**src/rtl/alu_arb_pkg.sv**
```systemverilog
// alu_arb_pkg: shared types and constants for the ALU arbiter.
// Holds the arbiter state enum, the MIPS opcodes the arbiter must
// recognise, the requester count, and small decode helpers.
package alu_arb_pkg;

   localparam int NREQ = 2;

   localparam logic [5:0] OP_RTYPE = 6'h00;
   localparam logic [5:0] OP_BEQ   = 6'h04;
   localparam logic [5:0] OP_BNE   = 6'h05;

   typedef enum logic [1:0] {
      IDLE = 2'd0,
      EXEC = 2'd1,
      RESP = 2'd2
   } state_t;

   // The ALU only defines its branch output for BEQ/BNE.
   function automatic logic is_branch_op(input logic [5:0] opcode);
      return (opcode == OP_BEQ) || (opcode == OP_BNE);
   endfunction

   // Port index to one-hot port mask.
   function automatic logic [NREQ-1:0] port_onehot(input logic idx);
      return idx ? 2'b10 : 2'b01;
   endfunction

endpackage

```
**src/rtl/alu_arbiter_if.sv**
```systemverilog
// alu_arbiter_if: requester-side request/response bundle of the ALU arbiter.
// master = the requesters (issue + branch paths), slave = the arbiter.
interface alu_arbiter_if
   import alu_arb_pkg::*;
#(
   parameter int DATA_W = 32,
   parameter int TAG_W  = 4
);

   logic [NREQ-1:0]             req_valid;
   logic [NREQ-1:0]             req_ready;
   logic [NREQ-1:0][5:0]        req_opcode;
   logic [NREQ-1:0][5:0]        req_funct;
   logic [NREQ-1:0][4:0]        req_shamt;
   logic [NREQ-1:0][15:0]       req_imm;
   logic [NREQ-1:0][DATA_W-1:0] req_rs;
   logic [NREQ-1:0][DATA_W-1:0] req_rt;
   logic [NREQ-1:0][TAG_W-1:0]  req_tag;

   logic [NREQ-1:0]             rsp_valid;
   logic [NREQ-1:0]             rsp_ready;
   logic [DATA_W-1:0]           rsp_result;
   logic                        rsp_branch;
   logic [TAG_W-1:0]            rsp_tag;

   modport master (
      output req_valid, req_opcode, req_funct, req_shamt, req_imm,
             req_rs, req_rt, req_tag, rsp_ready,
      input  req_ready, rsp_valid, rsp_result, rsp_branch, rsp_tag
   );

   modport slave (
      input  req_valid, req_opcode, req_funct, req_shamt, req_imm,
             req_rs, req_rt, req_tag, rsp_ready,
      output req_ready, rsp_valid, rsp_result, rsp_branch, rsp_tag
   );

endinterface

```
**src/rtl/rr_arb2.sv**
```systemverilog
// rr_arb2: two-way grant selection for the ALU arbiter.
// Default: round-robin on contention (grant the port that did not win last).
// ALU_ARB_FIXED_PRIO_EN defined: port 0 always wins contention and
// last_grant is ignored.
module rr_arb2 (
   input  logic [1:0] valid,
   input  logic       last_grant,
   output logic [1:0] grant
);

`ifdef ALU_ARB_FIXED_PRIO_EN
   logic unused_last_grant_s;
   assign unused_last_grant_s = last_grant;
`endif

   // One-hot grant: a lone requester always wins, contention is resolved by policy.
   always_comb begin
      grant = 2'b00;
      case (valid)
         2'b01: grant = 2'b01;
         2'b10: grant = 2'b10;
         2'b11: begin
`ifdef ALU_ARB_FIXED_PRIO_EN
            grant = 2'b01;
`else
            if (last_grant) begin
               grant = 2'b01;
            end else begin
               grant = 2'b10;
            end
`endif
         end
         default: grant = 2'b00;
      endcase
   end

endmodule

```
**src/rtl/alu_arbiter.sv**
```systemverilog
// alu_arbiter: shares one combinational MIPS ALU between the integer
// execute path (port 0) and the branch-resolution path (port 1).
// One operation in flight: IDLE (grant) -> EXEC (ALU evaluates the
// registered operands) -> RESP (result held until the owner accepts).
// Contention policy comes from rr_arb2 (see ALU_ARB_FIXED_PRIO_EN).
module alu_arbiter
   import alu_arb_pkg::*;
#(
   parameter int DATA_W = 32,
   parameter int TAG_W  = 4
) (
   input  logic              clk,
   input  logic              rst_n,
   alu_arbiter_if.slave      bus,
   output logic [5:0]        alu_opcode,
   output logic [5:0]        alu_funct,
   output logic [4:0]        alu_shamt,
   output logic [15:0]       alu_imm,
   output logic [DATA_W-1:0] alu_rs,
   output logic [DATA_W-1:0] alu_rt,
   input  logic [DATA_W-1:0] alu_result,
   input  logic              alu_branch
);

   state_t              state_r;
   state_t              state_n_s;
   logic [NREQ-1:0]     grant_s;
   logic                grant_idx_s;
   logic                accept_s;
   logic                owner_r;
   logic                last_grant_r;
   logic [5:0]          opcode_r;
   logic [5:0]          funct_r;
   logic [4:0]          shamt_r;
   logic [15:0]         imm_r;
   logic [DATA_W-1:0]   rs_r;
   logic [DATA_W-1:0]   rt_r;
   logic [TAG_W-1:0]    tag_r;
   logic [DATA_W-1:0]   result_r;
   logic                branch_r;
   logic [NREQ-1:0]     rsp_valid_r;

   rr_arb2 u_rr_arb2 (
      .valid      (bus.req_valid),
      .last_grant (last_grant_r),
      .grant      (grant_s)
   );

   assign grant_idx_s = grant_s[1];
   assign accept_s    = (state_r == IDLE) && (|bus.req_valid);

   // Offer the grant only while idle and out of reset.
   always_comb begin
      if (rst_n && (state_r == IDLE)) begin
         bus.req_ready = grant_s;
      end else begin
         bus.req_ready = 2'b00;
      end
   end

   // Next-state: one operation flows IDLE -> EXEC -> RESP -> IDLE.
   always_comb begin
      state_n_s = state_r;
      case (state_r)
         IDLE: begin
            if (accept_s) begin
               state_n_s = EXEC;
            end else begin
               state_n_s = IDLE;
            end
         end
         EXEC: state_n_s = RESP;
         RESP: begin
            if (bus.rsp_ready[owner_r]) begin
               state_n_s = IDLE;
            end else begin
               state_n_s = RESP;
            end
         end
         default: state_n_s = IDLE;
      endcase
   end

   // State register.
   always_ff @(posedge clk or negedge rst_n) begin
      if (!rst_n) begin
         state_r <= IDLE;
      end else begin
         state_r <= state_n_s;
      end
   end

   // Operand latch on accept, result/branch capture in EXEC, response valid.
   always_ff @(posedge clk or negedge rst_n) begin
      if (!rst_n) begin
         owner_r      <= 1'b0;
         last_grant_r <= 1'b1;
         opcode_r     <= 6'h00;
         funct_r      <= 6'h00;
         shamt_r      <= 5'h00;
         imm_r        <= 16'h0000;
         rs_r         <= '0;
         rt_r         <= '0;
         tag_r        <= '0;
         result_r     <= '0;
         branch_r     <= 1'b0;
         rsp_valid_r  <= 2'b00;
      end else begin
         case (state_r)
            IDLE: begin
               if (accept_s) begin
                  owner_r      <= grant_idx_s;
                  last_grant_r <= grant_idx_s;
                  opcode_r     <= bus.req_opcode[grant_idx_s];
                  funct_r      <= bus.req_funct[grant_idx_s];
                  shamt_r      <= bus.req_shamt[grant_idx_s];
                  imm_r        <= bus.req_imm[grant_idx_s];
                  rs_r         <= bus.req_rs[grant_idx_s];
                  rt_r         <= bus.req_rt[grant_idx_s];
                  tag_r        <= bus.req_tag[grant_idx_s];
               end
            end
            EXEC: begin
               result_r    <= alu_result;
               // ALU branch output is undefined for non-branch opcodes.
               branch_r    <= is_branch_op(opcode_r) ? alu_branch : 1'b0;
               rsp_valid_r <= port_onehot(owner_r);
            end
            RESP: begin
               if (bus.rsp_ready[owner_r]) begin
                  rsp_valid_r <= 2'b00;
               end
            end
            default: rsp_valid_r <= 2'b00;
         endcase
      end
   end

   assign alu_opcode     = opcode_r;
   assign alu_funct      = funct_r;
   assign alu_shamt      = shamt_r;
   assign alu_imm        = imm_r;
   assign alu_rs         = rs_r;
   assign alu_rt         = rt_r;
   assign bus.rsp_valid  = rsp_valid_r;
   assign bus.rsp_result = result_r;
   assign bus.rsp_branch = branch_r;
   assign bus.rsp_tag    = tag_r;

endmodule

```
**src/flat_wrapper.sv**
```systemverilog
// flat-port wrapper written by rule: the top's interface ports become plain ports
module alu_arbiter_flat import alu_arb_pkg::*;
#(
   parameter int DATA_W = 32,
   parameter int TAG_W  = 4
)
  (clk, rst_n, alu_opcode, alu_funct, alu_shamt, alu_imm, alu_rs, alu_rt, alu_result, alu_branch, bus_req_valid, bus_req_opcode, bus_req_funct, bus_req_shamt, bus_req_imm, bus_req_rs, bus_req_rt, bus_req_tag, bus_rsp_ready, bus_req_ready, bus_rsp_valid, bus_rsp_result, bus_rsp_branch, bus_rsp_tag);
  alu_arbiter_if #(.DATA_W(DATA_W), .TAG_W(TAG_W)) bus_i ();
  input  logic clk;
  input  logic rst_n;
  output logic [5:0] alu_opcode;
  output logic [5:0] alu_funct;
  output logic [4:0] alu_shamt;
  output logic [15:0] alu_imm;
  output logic [DATA_W-1:0] alu_rs;
  output logic [DATA_W-1:0] alu_rt;
  input  logic [DATA_W-1:0] alu_result;
  input  logic alu_branch;
  input wire logic [$bits(bus_i.req_valid)-1:0] bus_req_valid;
  input wire logic [$bits(bus_i.req_opcode)-1:0] bus_req_opcode;
  input wire logic [$bits(bus_i.req_funct)-1:0] bus_req_funct;
  input wire logic [$bits(bus_i.req_shamt)-1:0] bus_req_shamt;
  input wire logic [$bits(bus_i.req_imm)-1:0] bus_req_imm;
  input wire logic [$bits(bus_i.req_rs)-1:0] bus_req_rs;
  input wire logic [$bits(bus_i.req_rt)-1:0] bus_req_rt;
  input wire logic [$bits(bus_i.req_tag)-1:0] bus_req_tag;
  input wire logic [$bits(bus_i.rsp_ready)-1:0] bus_rsp_ready;
  output wire logic [$bits(bus_i.req_ready)-1:0] bus_req_ready;
  output wire logic [$bits(bus_i.rsp_valid)-1:0] bus_rsp_valid;
  output wire logic [$bits(bus_i.rsp_result)-1:0] bus_rsp_result;
  output wire logic [$bits(bus_i.rsp_branch)-1:0] bus_rsp_branch;
  output wire logic [$bits(bus_i.rsp_tag)-1:0] bus_rsp_tag;
  assign bus_i.req_valid = bus_req_valid;
  assign bus_i.req_opcode = bus_req_opcode;
  assign bus_i.req_funct = bus_req_funct;
  assign bus_i.req_shamt = bus_req_shamt;
  assign bus_i.req_imm = bus_req_imm;
  assign bus_i.req_rs = bus_req_rs;
  assign bus_i.req_rt = bus_req_rt;
  assign bus_i.req_tag = bus_req_tag;
  assign bus_i.rsp_ready = bus_rsp_ready;
  assign bus_req_ready = bus_i.req_ready;
  assign bus_rsp_valid = bus_i.rsp_valid;
  assign bus_rsp_result = bus_i.rsp_result;
  assign bus_rsp_branch = bus_i.rsp_branch;
  assign bus_rsp_tag = bus_i.rsp_tag;
  alu_arbiter #(.DATA_W(DATA_W), .TAG_W(TAG_W)) u_core (.clk(clk), .rst_n(rst_n), .bus(bus_i), .alu_opcode(alu_opcode), .alu_funct(alu_funct), .alu_shamt(alu_shamt), .alu_imm(alu_imm), .alu_rs(alu_rs), .alu_rt(alu_rt), .alu_result(alu_result), .alu_branch(alu_branch));
endmodule
```
**config.mk**
```make
export PLATFORM = sky130hd
export DESIGN_NAME = alu_arbiter_flat
export DESIGN_NICKNAME = d
export VERILOG_FILES = /design/src/rtl/alu_arb_pkg.sv /design/src/rtl/alu_arbiter_if.sv /design/src/rtl/rr_arb2.sv /design/src/rtl/alu_arbiter.sv /design/src/flat_wrapper.sv
export SDC_FILE = /design/constraint.sdc
export NUM_CORES = 1
export LEC_CHECK = 0
export ABC_AREA = 1
export ABC_CLOCK_PERIOD_IN_PS = 1200
export CORE_ASPECT_RATIO = 0.6
export CORE_MARGIN = 2
export CORE_UTILIZATION = 36
export DETAILED_ROUTE_END_ITERATION = 8
export PLACE_DENSITY = 0.87
export SLEW_MARGIN = 25
export SYNTH_ARGS = -nofsm -noshare
export SYNTH_HDL_FRONTEND = slang
export SYNTH_SLANG_ARGS = --single-unit
export TNS_END_PERCENT = 1
```
**constraint.sdc**
```tcl
create_clock -name clk -period 1.2 [get_ports clk]
set_input_delay 0.24 -clock clk [delete_from_list [all_inputs] [get_ports clk]]
set_output_delay 0.24 -clock clk [all_outputs]
set_load 0.005 [all_outputs]
```
# After elaboration in Yosys (flattened, before gate mapping)
# Cells that the tools add are included.
# classes
reduce_logical	7
mux	26
bitwise_logic	1
n_eq_ne	8
order_cmp	2
# op_table
op	n
$mux 32	4
$mux 16	2
$mux 6	4
$pmux 2 s3	3
$eq 6x3->1 const B	2
$mux 2	5
$mux 5	2
$mux 4	2
$eq 2x2->1 const B	3
$eq 2x1->1 const B	2
$lt 1x2->1 const B	2
$mux 1	4
$reduce_and 2->1	2
$logic_and 1x1->1	2
$logic_not 2->1	1
$ne 2x1->1 const B	1
$reduce_or 2->1	1
$logic_or 1x1->1	1
$not 1->1	1
# word_totals
inputBits	241
reg_bits	140
output_inout_bits	138

# Depth between registers and ports, before layout
# Gate-level depths: netlist of the first run.
# logic_depth
ltp_word	4
depth_mapped	8

# Hierarchy
# Synthesis of the first run repeated with hierarchy kept, for this count alone.
# hier_totals
cells_unflattened	745
area_unflattened_um2	6603.8
# by_module_without_submodules
module	area_each_um2	seq_area_each_um2	n_inst	cells_per_inst
alu_arbiter	6582.6	3504.6	1	740
rr_arb2	21.3	0.0	1	5

# Least setup slack after synthesis of the first run
# No wires, ideal clock.
# synth_path
path_kind	flip-flop to flip-flop
from	register u_core.last_grant_r
to	register u_core.rt_r[0], in the netlist u_core.alu_rt[0]
slack_ns	-0.069
t_required_ns	1.083
stages_incl_launch_ff	8
setup_ns	0.117
path_buffers	2
t_arrival_ns	1.152
cell_sequence	dfstp_2 -> inv_1 -> nand3_1 -> buf_2 -> buf_2 -> nand3_1 -> nand3_1 -> nand2_1
# synth_between
elab_chain_cells	4
# synth_lines
element	line_no	rtl
from (decl)	alu_arbiter.sv:31	logic last_grant_r;
from (signal assigned)	alu_arbiter.sv:113	last_grant_r <= grant_idx_s;
$mux 2	rr_arb2.sv:26	if (last_grant) begin
$pmux 2 s3	rr_arb2.sv:19	case (valid)
$mux 32 (implied by the code) (2 in a row)	alu_arbiter.sv:119	rt_r <= bus.req_rt[grant_idx_s];
to (signal assigned)	alu_arbiter.sv:119	
to (decl)	alu_arbiter.sv:37	logic [DATA_W-1:0] rt_r;
# No other way between the ends. The select of a mux whose other input is x is not followed.
# A chain may end at the register's enable or synchronous reset.

# Final worst setup path of the first run
# layout_path
from	register u_core.state_r[1]
to	output bus_req_ready[1]
# layout_between
elab_chain_cells	3
# layout_lines
element	line_no	rtl
from (decl)	alu_arbiter.sv:25	state_t state_r;
from (signal assigned)	alu_arbiter.sv:89	state_r <= state_n_s;
$logic_not 2->1	alu_arbiter.sv:54	if (rst_n && (state_r == IDLE)) begin
$logic_and 1x1->1	alu_arbiter.sv:54	
$mux 2	alu_arbiter.sv:54	
to (decl)	flat_wrapper.sv:28	output wire logic [$bits(bus_i.req_ready)-1:0] bus_req_ready;
# No other way between the ends.

==> impl_summary.md, run 1 <==
Power
Power comes to 24.57 mW. For this design the ratio of total power to cell area is 2115 nW/um2. The worst-case IR drop observed on VDD is 0.001098 V. In this run the static leakage power is 6.709 nW.

Floorplanning
The initialized floorplan defines 40 standard-cell rows. The effective utilization at floorplan is 0.3642. The width of the die is 187.0 um. The total die area is 21290 um2. The floorplan step set the die height to 113.8 um. The number of I/O pins is 379. The core area is 19870 um2.

Synthesis
After technology mapping, the gate count stands at 1042. The net count after synthesis is 1283. Counting distinct cell types in the post-synthesis netlist gives 14. A synthesized cell averages 6.944 um2. For this run, the register share of the synthesized area comes to 0.4844. The Yosys step of the flow raised 0 warnings. The synthesized area is 7236 um2. The flop and latch count out of synthesis is 140.

Placement
At the end of routability-driven placement, the weighted congestion stood at 0.8786. The count of input and output buffers is 378. The number of placed instances, taps included, is 1668. The half-perimeter wire length after detailed placement is 18.97 mm.

Clocking
The number of buffers created by CTS is 17. The count of hold buffers inserted by post-cts repair is 0. The TritonCTS clock tree is done.

The total number of H-tree levels is 4. The sink count of the clock tree is 140. The post-CTS clock slew at the launch and capture registers of the worst setup and hold paths is 0.06 ns.

The clock insertion delay at the later pin of the skew report is 0.41 ns. The buffer depth of the longest clock path is 2. The root buffer cell chosen for the clock tree is clkbuf_16.

GRT
The first-pass GRT wire length is 41.48 mm. Entering global routing, the biggest net connects 93 pins. Across every metal layer, demand over resource in global routing totals 0.2470.

The overflow left after global routing is 0. The number of global-route vias before repair is 7941. The number of antenna violations at the first check in global routing is 0.

Routing
The routed wire length is 25.99 mm. Once detail routing completed, the nets flagged for antenna violations numbered 0. The total via count after detailed routing is 7890. The average detailed-routed wire length per instance is 15.25 um. The first detailed-routing pass ran for 4 iterations. Using the TritonRoute via totals, the vias-per-cell ratio works out to 4.630. The DRC violation count after routing is 0. The number of DRC markers after the initial detailed-route iteration is 516.

Cells and area
Of the cells placed in the final design, the portion with a size suffix greater than 1 is 0.1579. Across the whole layout, storage elements account for 3505 um2. The repair_antennas step left the layout with diodes totalling 0.

The utilization of the core after routing is 0.5846. Summing all multi-input logic gate instances after layout gives 2715 um2. Excluding fillers, the count of instances in the completed layout stands at 1704. The net count of the finished layout is 1659. The most common library cell in the layout ignoring fill and taps is nand2_1. The total of fill cells in the finished design is 1794. The synthesis-to-finish area growth is 60.52%. Leaving out fill and tap cells, the most frequent cells in the layout are nand2_1 (412), clkdlybuf4s50_1 (238), inv_1 (206), nand3_1 (201), dfrtp_1 (139).

Run status
The run finished, with violations left. The final reports fail on negative hold slack, negative setup slack.

Setup path
The endpoint type of the worst setup path is an output port. The startpoint class of the critical path is a register. The critical path in this run is classified as register to output port. For the worst setup path, the data required time is 0.96 ns. The endpoint identified for the worst register-to-register timing path is u_core.alu_rs[3].

The source of the worst register-to-register timing path is u_core.state_r[1]. The setup check on the worst reg-to-reg path leaves a slack of -0.30 ns. The arrival time at the worst endpoint is 1.28 ns. In this run the worst path has a maximum fanout of 2.

The worst reg-to-reg path cell count is 8.

STA
The tightest hold path in the finished design has a slack of -0.01700 ns. The worst-case clock skew is 0.01140 ns. In the finished design, the share of the clock period the worst path needs comes to 1.268. The clock period minus worst slack is 1.522 ns. The maximum operating frequency is 657.0 MHz. Once routing completed, OpenROAD measured the worst setup slack at -0.3220 ns. The hold violation count in the final report is 2. The number of slew-limit violations in the final report is 0. Setup violations remaining at the end of the flow were counted as 143. Setup repair after global routing could not meet its margin everywhere. The worst pin sits at a relative slew slack of 0.5760. The transition at the pin with the smallest max-transition slack is 0.6360 ns.

Min path
The type of the tightest min-delay check is input port to asynchronous set/reset pin.

Job
Across the run, the number of max-cap violations was 0.
[area by class of cell]
type | instances | share of cell area
Sequential cell | 140 | 0.3017
Tap cell | 273 | 0.02941
Clock buffer | 20 | 0.03846
Timing Repair Buffer | 418 | 0.3143
Multi-Input combinational cell | 632 | 0.2338
Clock inverter | 12 | 0.01390
Inverter | 209 | 0.06840
[worst max-delay path, stage by stage, from the launching register on]
cell and delay, ns:
dfrtp_1 0.41, nor2_4 0.14, nand2_2 0.09, a21oi_2 0.12, buf_2 0.13
[how the worst max path moves through the flow]
stage / from / endpoint / depth (start not counted)
5_1_grt: u_core.last_grant_r / bus_req_ready[0] / 5
6_report: u_core.state_r[1] / bus_req_ready[1] / 4
2_1_floorplan: u_core.last_grant_r / u_core.alu_rt[0] / 7
3_3_place_gp: bus_req_valid[0] / bus_req_ready[0] / 5
3_5_place_dp: bus_req_valid[1] / u_core.alu_rt[16] / 8
4_1_cts: u_core.last_grant_r / bus_req_ready[0] / 5
[logic make-up (layout without fill, tap and decap cells)]
kind of cell | Yosys count | after routing | share of synthesized area
buffers and inverters | 270 | 659 | 0.1511
DFF | 140 | 140 | 0.4844
AOI/OAI and AO/OA | 5 | 5 | 0.003456
and+or+nand+nor | 627 | 627 | 0.3611
[sequential cells by signal (all words and copies together), names as in the netlist]
register and count:
u_core.alu_opcode 6, u_core.last_grant_r 1, u_core.alu_imm 16, u_core.bus.rsp_result 32, u_core.alu_funct 6, u_core.alu_rs 32, u_core.state_r 2, u_core.bus.rsp_valid 2
u_core.bus.rsp_tag 4, u_core.alu_shamt 5, u_core.alu_rt 32, u_core.bus.rsp_branch 1, u_core.owner_r 1
[report_power, final]
group	switching (mW)	internal, mW
Clock	2.12	3.35
Sequential	1.27	7.03
Combinational	5.96	4.83
[layer usage]
metal | global-route usage | wire [um]
met2 | 0.4337 | 12860
met4 | 0.06878 | 469
met5 | 0 | 0
met3 | 0.06769 | 2005
met1 | 0.3008 | 10660
[timing repair]
item | CTS | global route
setup buffers | 3 | 1
setup endpoints to repair | 278 | 245
gates cloned | 0 | 0
pin swaps | 2 | 1
resized for setup | 469 | 62
[per-stage QoR]
stage | TNS, ns | worst slack, ns | cell area, um2
final | -26.05 | -0.3220 | 11610
after global routing | -36.39 | -0.4045 | 11610
after CTS | -28.34 | -0.3559 | 11810
after detailed placement | -71.18 | -0.6941 | 11550
after global placement | -62.33 | -0.6318 | 11550
after floorplan | -1.173 | -0.01918 | 7259
[cells in the mapped netlist]
cell type  count  area share
o21ai_0        3      0.0021
buf_2         43       0.030
nor2_2         1     0.00087
nand2_1      417        0.22
inv_1        207        0.11
inv_2          2      0.0010
a21oi_1        1     0.00069
clkbuf_1      11      0.0057
dfstp_2        1      0.0036
nand3_1      205        0.14
buf_4          7      0.0073
o21ai_1        1     0.00069
nor2_1         4      0.0021
dfrtp_1      139        0.48
Power figures use the tool's default switching activity.
==> inputs of run 2 (changes only) <==
--- a/config.mk
+++ b/config.mk
@@ -11,6 +11,7 @@
 export CORE_MARGIN = 2
 export CORE_UTILIZATION = 36
 export DETAILED_ROUTE_END_ITERATION = 8
+export GPL_TIMING_DRIVEN = 0
 export PLACE_DENSITY = 0.87
 export SLEW_MARGIN = 25
 export SYNTH_ARGS = -nofsm -noshare
==> run 2 against run 1 <==
The flow still finishes with violations (negative hold slack, negative setup slack). Clock-buffer cell count unchanged. Clock power is 2% higher. Worst setup slack got worse by 0.11 ns. Sequential power grew 0.8%. Hold slack lost 0.27 ns. Non-clock buffer count is 30 higher. Die area unchanged. Largest cell class unchanged.
==> impl_summary.md, run 2 (synthesis gave the netlist of run 1 again) <==
STA
The worst slew margin relative to its limit is 0.6391 (was 0.5760). The worst-case clock skew is 0.01549 ns (was 0.01140 ns). The hold violation count in the final report is 71 (was 2).

The setup TNS after final layout is -21.71 ns (was -26.05 ns). Unrepaired setup endpoints after global routing: yes (unchanged). The worst hold slack is -0.2850 ns (was -0.01700 ns).

The setup violation total in the final timing report is 120 (was 143). The transition at the pin with the smallest max-transition slack is 0.5414 ns (was 0.6360 ns). The final critical-path setup slack is -0.4338 ns (was -0.3220 ns). The number of slew-limit violations in the final report is 0 (unchanged). The fraction of the cycle the final worst path needs was 1.361 (was 1.268). The clock period minus worst slack is 1.634 ns (was 1.522 ns). The maximum operating frequency is 612.1 MHz (was 657.0 MHz).

GRT
The number of global-route vias before repair is 8118 (was 7941). The total routing usage reported by global routing was 0.2493 (was 0.2470). The pin count of the biggest net entering global routing is 74 (was 93). The number of antenna violations at the first check in global routing is 0 (unchanged). The overflow left after global routing came to 0 (unchanged). The first-pass GRT wire length came to 41.54 mm (was 41.48 mm).

Routing
The routed wire length is 26.74 mm (was 25.99 mm). The total via count after detailed routing came to 8105 (was 7890). The average detailed-routed wire length per instance came to 15.43 um (was 15.25 um). The count of antenna-violating nets left after detailed routing is 0 (unchanged). The length of the first detailed-routing pass in iterations is 4 (unchanged). The DRC violation count after routing is 0 (unchanged). The number of DRC markers after the initial detailed-route iteration was 388 (was 516).

The detailed-route vias per instance is 4.677 (was 4.630).

Placement
The count of input and output buffers is 378 (unchanged). The half-perimeter wire length after detailed placement was 20.26 mm (was 18.97 mm). The pre-CTS setup slack was -1.171 ns (was -0.6941 ns).

The routability-driven placement congestion ratio is 0.9353 (was 0.8786). The number of instances in the placed design is 1694 (was 1668).

Run status
Violated checks: negative hold slack, negative setup slack (unchanged). Result of the run: finished, violations left (unchanged).

Floorplanning
The number of I/O pins is 379 (unchanged). The vertical die dimension is 113.8 um (unchanged). The effective utilization at floorplan was 0.3642 (unchanged). The width of the die is 187.0 um (unchanged).

The standard-cell row count is 40 (unchanged). The total die area is 21290 um2 (unchanged). The core area is 19870 um2 (unchanged).

Cells and area
The synthesis-to-finish area growth is 62.17% (was 60.52%). Leading cell types in the layout, fill and taps excluded: nand2_1 (410), clkdlybuf4s50_1 (237), inv_1 (206), nand3_1 (200), dfrtp_1 (139) (was nand2_1 (412), clkdlybuf4s50_1 (238), inv_1 (206), nand3_1 (201), dfrtp_1 (139)). The number of standard cells in the layout, taps in and fillers out is 1733 (was 1704). The net count reported at finish was 1689 (was 1659). The fraction of layout instances using a drive strength above 1 was 0.1734 (was 0.1579). The most common library cell in the layout ignoring fill and taps is nand2_1 (unchanged).

The total of fill cells in the finished design is 1826 (was 1794).

Clocking
The clock insertion delay at the later pin of the skew report is 0.41 ns (about the same). The number of buffers created by CTS came to 17 (unchanged). The buffer depth of the longest clock path came to 2 (unchanged). The post-CTS clock slew at the launch and capture registers of the worst setup and hold paths is 0.06 ns (about the same). The sink count of the clock tree is 140 (unchanged). The total number of H-tree levels is 4 (unchanged). The TritonCTS clock tree was done (unchanged). The clock root buffer master is clkbuf_16 (unchanged).

Setup path
The critical path data required time came to 0.96 ns (about the same). The arrival time at the worst endpoint is 1.39 ns (was 1.28 ns). The worst-path maximum fanout is 3 (was 2). The endpoint type of the worst setup path was an output port (unchanged). The startpoint class of the critical path was a register (unchanged).

The class of the most critical setup path is register to output port (unchanged).

Power
The relative contribution of the clock network to total power is 0.226 (was 0.223). The reported net switching power is 9.320 mW (was 9.363 mW). The combinational group share of total power was 0.436 (was 0.439).

The relative contribution of sequential cells to total power is 0.338 (about the same). The power after layout is 24.73 mW (was 24.57 mW). The cell-internal power came to 15.41 mW (was 15.21 mW). The power density over the cells is 2107 nW/um2 (was 2115 nW/um2). The worst ir drop on vdd is 0.0008701 V (was 0.001098 V). The switching portion of total power is 0.3769 (was 0.3811). The standby leakage power is 6.795 nW (was 6.709 nW).

Job
The number of maximum-capacitance constraint violations came to 0 (unchanged).

Min path
The type of the tightest min-delay check is input port to asynchronous set/reset pin (unchanged).
==> run 2: cell types whose count changed in the layout (fill, tap and decap cells not counted), moves of 3 or more <==
cell	previous run	this run
clkbuf_2	50	66
nand2_4	3	0
buf_12	13	5
buf_6	9	20
buf_4	19	16
clkbuf_4	0	6
nand2_2	2	7
buf_8	2	5
==> run 2: worst max-delay path, stage by stage, from the launching register on <==
cell     delay (ns)
dfstp_2        0.52
inv_2          0.05
nand2_2        0.06
nand2_2        0.06
buf_8          0.12
nor2_2         0.06
buf_2          0.11
==> run 2: routing by layer <==
| layer | vias up | global-route usage | wire (um) |
|---|---|---|---|
| met5 | - | 0 | 0 |
| met4 | 0 | 0.1000 | 775 |
| met1 | 3819 | 0.2999 | 11110 |
| li1 | 3910 | - | - |
| met3 | 52 | 0.06954 | 1949 |
| met2 | 324 | 0.4270 | 12900 |
==> run 2: through the flow <==
stage	area (um2)	util
after CTS	11920	0.6000
after floorplan	7259	-
after global placement	11380	0.5730
after detailed placement	11420	0.5746
final	11730	0.5906
after global routing	11730	0.5904
==> run 2: cell type report <==
class,count,area [um2],share of cell area
tap,273,341.6,0.02911
clock inverter,10,166.4,0.01418
buffer,61,546.8,0.04660
clock buffer,20,446.7,0.03807
multi-input combinational,632,2688,0.2290
sequential,140,3505,0.2987
antenna,1,2.502,0.0002133
inverter,209,787.0,0.06707
timing repair buffer,387,3251,0.2770
==> run 2: path summary, 6_finish.rpt <==
check | slack [ns] | end | startpoint | depth (start not counted)
min in group clk | 0.36 | u_core.bus.rsp_result[22] | alu_result[22] | 3
max reg2reg | -0.31 | u_core.alu_rs[4] | u_core.last_grant_r | 9
max | -0.43 | bus_req_ready[0] | u_core.last_grant_r | 6
min | -0.29 | u_core.alu_rs[15] | rst_n | 1
min reg2reg | 0.48 | u_core.bus.rsp_result[4] | u_core.bus.rsp_result[4] | 2
max in group asynchronous | 0.77 | u_core.bus.rsp_result[7] | rst_n | 2
==> run 2: what timing repair did <==
action,4_1_cts,5_1_grt
gates cloned,1,0
gates resized for setup,497,87
setup buffers,4,3
endpoints found under the hold margin,71,71
endpoints found under the setup margin,274,254
pin swaps,0,1
==> run 2: power groups by stage <==
| stage | Sequential (mW) | Combinational [mW] | Clock (mW) |
|---|---|---|---|
| 2_1_floorplan | 8.43 | 4.80 | 0 |
| 3_3_place_gp | 8.33 | 11.8 | 0 |
| 3_5_place_dp | 8.39 | 12.2 | 0 |
| 4_1_cts | 8.34 | 11.1 | 5.67 |
| 5_1_grt | 8.60 | 12.0 | 5.92 |
| 6_report | 8.37 | 10.8 | 5.59 |
==> inputs of run 3 (changes only) <==
--- a/config.mk
+++ b/config.mk
@@ -7,12 +7,13 @@
 export LEC_CHECK = 0
 export ABC_AREA = 1
 export ABC_CLOCK_PERIOD_IN_PS = 1200
+export CAP_MARGIN = 5
 export CORE_ASPECT_RATIO = 0.6
 export CORE_MARGIN = 2
 export CORE_UTILIZATION = 36
 export DETAILED_ROUTE_END_ITERATION = 8
 export GPL_TIMING_DRIVEN = 0
-export PLACE_DENSITY = 0.87
+export PLACE_DENSITY = 0.77
 export SLEW_MARGIN = 25
 export SYNTH_ARGS = -nofsm -noshare
 export SYNTH_HDL_FRONTEND = slang
==> run 3 against run 2 <==
Global-route usage is 0.20 points lower. Design area is 0.29% higher. Register-to-register slack better by 0.02 ns. Hold slack worse by 0.013 ns. Clock power is 4.7% lower. The run still ends with negative hold slack, negative setup slack left. Clock skew is 0.00093 ns lower. Sequential share of layout area is 0.086 points lower. Sequential power is 1% lower. First-iteration DRC count is 16% higher. Highest routed layer unchanged. Critical endpoint unchanged.
==> impl_summary.md, run 3 (synthesis gave the netlist of run 1 again) <==
STA
The number of slew-limit violations in the final report came to 0 (unchanged). The transition at the pin with the smallest max-transition slack was 0.5458 ns (was 0.5414 ns). The worst-case clock skew is 0.01457 ns (was 0.01549 ns). The fraction of the cycle the final worst path needs came to 1.433 (was 1.361). The worst hold slack came to -0.2985 ns (was -0.2850 ns). Unrepaired setup endpoints after global routing: yes (unchanged). The hold violation count in the final report is 65 (was 71). The final critical-path setup slack came to -0.5196 ns (was -0.4338 ns).

The worst slew margin relative to its limit is 0.6361 (was 0.6391). The clock period minus worst slack was 1.720 ns (was 1.634 ns). The setup violation total in the final timing report is 111 (was 120).

The maximum operating frequency is 581.5 MHz (was 612.1 MHz).

Placement
The cell area reported after detailed placement is 11420 um2 (unchanged). The half-perimeter wire length after detailed placement was 19.63 mm (was 20.26 mm). The count of input and output buffers is 378 (unchanged).

The routability-driven placement congestion ratio is 0.8535 (was 0.9353).

GRT
The number of global-route vias before repair came to 7655 (was 8118). The pin count of the biggest net entering global routing was 68 (was 74). The total routing usage reported by global routing is 0.2473 (was 0.2493). The overflow left after global routing is 0 (unchanged). The number of antenna violations at the first check in global routing is 2 (was 0). The first-pass GRT wire length is 41.17 mm (was 41.54 mm).

Min path
The type of the tightest min-delay check is input port to asynchronous set/reset pin (unchanged).

Clocking
The buffer depth of the longest clock path is 2 (unchanged). The clock insertion delay at the later pin of the skew report is 0.42 ns (was 0.41 ns). The clock root buffer master is clkbuf_16 (unchanged). The TritonCTS clock tree is done (unchanged). The number of buffers created by CTS is 17 (unchanged).

The post-CTS clock slew at the launch and capture registers of the worst setup and hold paths is 0.07 ns (was 0.06 ns). The sink count of the clock tree is 140 (unchanged). The total number of H-tree levels is 4 (unchanged).

Setup path
The total buffers and inverters traversed by the critical path came to 3 (unchanged). The cell family contributing the most delay on the critical path is flip-flops (unchanged). The endpoint type of the worst setup path is an output port (unchanged). The worst-case register-to-register setup slack is -0.29 ns (was -0.31 ns). The library cell appearing most often on the critical path is nand2_2 (unchanged). The worst-path maximum fanout came to 3 (unchanged).

The terminus of the critical flop-to-flop path is u_core.alu_rs[7] (was u_core.alu_rs[4]). Critical-path cell list: inv_2, nand2_2, nand2_2, buf_8, nor2_4, buf_2 (was inv_2, nand2_2, nand2_2, buf_8, nor2_2, buf_2). The source of the worst register-to-register timing path is u_core.last_grant_r (unchanged). The arrival time at the worst endpoint is 1.48 ns (was 1.39 ns). The total stage count of the critical path is 6 (unchanged). The critical path capture point was bus_req_ready[0] (unchanged). The critical path data required time is 0.96 ns (about the same).

The class of the most critical setup path is register to output port (unchanged). The source of the critical timing path is u_core.last_grant_r (unchanged). The largest stage delay on the critical path is 0.54 ns (was 0.52 ns). The worst-path cell with the longest stage delay is dfstp_2 (unchanged).

The worst reg-to-reg path cell count is 9 (unchanged). The startpoint class of the critical path is a register (unchanged).

Routing
The routed wire length is 26.30 mm (was 26.74 mm). The DRC violation count after routing is 0 (unchanged). The detailed-route vias per instance was 4.519 (was 4.677).

The length of the first detailed-routing pass in iterations is 5 (was 4). The count of antenna-violating nets left after detailed routing is 0 (unchanged). The number of DRC markers after the initial detailed-route iteration was 450 (was 388).

The average detailed-routed wire length per instance is 15.10 um (was 15.43 um). The total via count after detailed routing came to 7868 (was 8105).

Run status
Result of the run: finished, violations left (unchanged). Violated checks: negative hold slack, negative setup slack (unchanged).

Floorplanning
The effective utilization at floorplan is 0.3642 (unchanged). The number of I/O pins is 379 (unchanged). The total die area is 21290 um2 (unchanged). The standard-cell row count is 40 (unchanged). The core area came to 19870 um2 (unchanged). The vertical die dimension came to 113.8 um (unchanged). The width of the die is 187.0 um (unchanged).

Cells and area
The synthesis-to-finish area growth is 62.63% (was 62.17%). The total of fill cells in the finished design is 1838 (was 1826). The fraction of layout instances using a drive strength above 1 is 0.1783 (was 0.1734).

The total non-filler cell area in the finished layout is 11770 um2 (was 11730 um2). The storage element area came to 3505 um2 (unchanged). Leading cell types in the layout, fill and taps excluded: nand2_1 (409), clkdlybuf4s50_1 (237), inv_1 (206), nand3_1 (200), dfrtp_1 (139) (was nand2_1 (410), clkdlybuf4s50_1 (237), inv_1 (206), nand3_1 (200), dfrtp_1 (139)). The multi-input gate area in the final layout is 2695 um2 (was 2688 um2). The net count reported at finish is 1692 (was 1689).

The most common library cell in the layout ignoring fill and taps is nand2_1 (unchanged).

Power
The power after layout is 24.54 mW (was 24.73 mW). The worst ir drop on vdd is 0.0009183 V (was 0.0008701 V). The reported net switching power is 9.474 mW (was 9.320 mW). The standby leakage power was 6.816 nW (was 6.795 nW). The cell-internal power is 15.07 mW (was 15.41 mW). The relative contribution of the clock network to total power is 0.217 (was 0.226). The relative contribution of sequential cells to total power is 0.337 (was 0.338). The power density over the cells is 2086 nW/um2 (was 2107 nW/um2). The switching portion of total power is 0.3860 (was 0.3769).

The combinational group share of total power was 0.445 (was 0.436).

Job
The number of maximum-capacitance constraint violations is 0 (unchanged).
## run 3: cell count changes in the layout (fill, tap and decap cells not counted)
cell	previous run	this run
clkbuf_4	6	3
nand2_4	0	1
buf_4	16	18
inv_6	1	7
buf_2	86	92
bufinv_16	4	1
buf_6	20	23
diode_2	1	4
clkbuf_1	4	2
nand2_1	410	409
clkbuf_8	2	4
clkinv_2	1	0
clkbuf_2	66	60
buf_8	5	6
## run 3: cell type report
| type | instances | share of cell area |
|---|---|---|
| timing repair buffer | 390 | 0.2763 |
| buffer | 61 | 0.04987 |
| clock buffer | 20 | 0.03966 |
| antenna | 4 | 0.0008506 |
| inverter | 209 | 0.06688 |
| multi-input combinational | 632 | 0.2290 |
| clock inverter | 12 | 0.01053 |
| sequential | 140 | 0.2978 |
| tap | 273 | 0.02903 |
## run 3: what timing repair did
item	in CTS	in global routing
endpoints found under the setup margin	273	229
endpoints found under the hold margin	65	65
setup buffers	5	5
cloned	1	0
gates resized for setup	510	94
pin swaps	2	2
## run 3: power by group through the flow
stage	Combinational, mW	Clock [mW]	Sequential (mW)
after CTS	11.1	5.43	8.26
final	10.9	5.33	8.28
after detailed placement	12.2	0	8.33
after floorplan	4.80	0	8.43
after global routing	12.2	5.64	8.51
after global placement	11.9	0	8.29
## run 3: worst min-delay path by stage
| stage | startpoint | endpoint | cells past startpoint |
|---|---|---|---|
| floorplan | rst_n | u_core.alu_funct[0] | 0 |
| global placement | u_core.bus.rsp_valid[0] | u_core.bus.rsp_valid[0] | 2 |
| global route | rst_n | u_core.alu_funct[5] | 1 |
| CTS | rst_n | u_core.alu_funct[5] | 1 |
| finish | rst_n | u_core.alu_funct[5] | 1 |
| detailed placement | rst_n | u_core.alu_funct[5] | 1 |
## run 3: routing by layer
layer | wire, um | track usage | up-vias
met4 | 528 | 0.07831 | 0
met3 | 2059 | 0.06215 | 37
li1 | - | - | 3924
met1 | 11150 | 0.3167 | 3602
met2 | 12560 | 0.4149 | 305
met5 | 0 | 0 | -
## run 3: through the flow
| step | TNS (ns) | util | setup WS [ns] | cells |
|---|---|---|---|---|
| floorplan | -1.173 | - | -0.01918 | 1042 |
| global placement | -926.65 | 0.5730 | -6.036 | 1693 |
| detailed placement | -78.16 | 0.5746 | -1.172 | 1694 |
| CTS | -29.84 | 0.5982 | -0.5341 | 1732 |
| global route | -32.07 | 0.5920 | -0.5776 | 1739 |
| finish | -23.17 | 0.5923 | -0.5196 | 1741 |
## run 3: worst reg2reg max path, cell delays in order, from the launching register on
cell and delay (ns):
dfstp_2 0.54, inv_2 0.05, nand2_2 0.05, nand2_2 0.07
buf_4 0.16, buf_12 0.15, buf_6 0.15, nand2_1 0.06
nand3_1 0.11, nand2_1 0.08
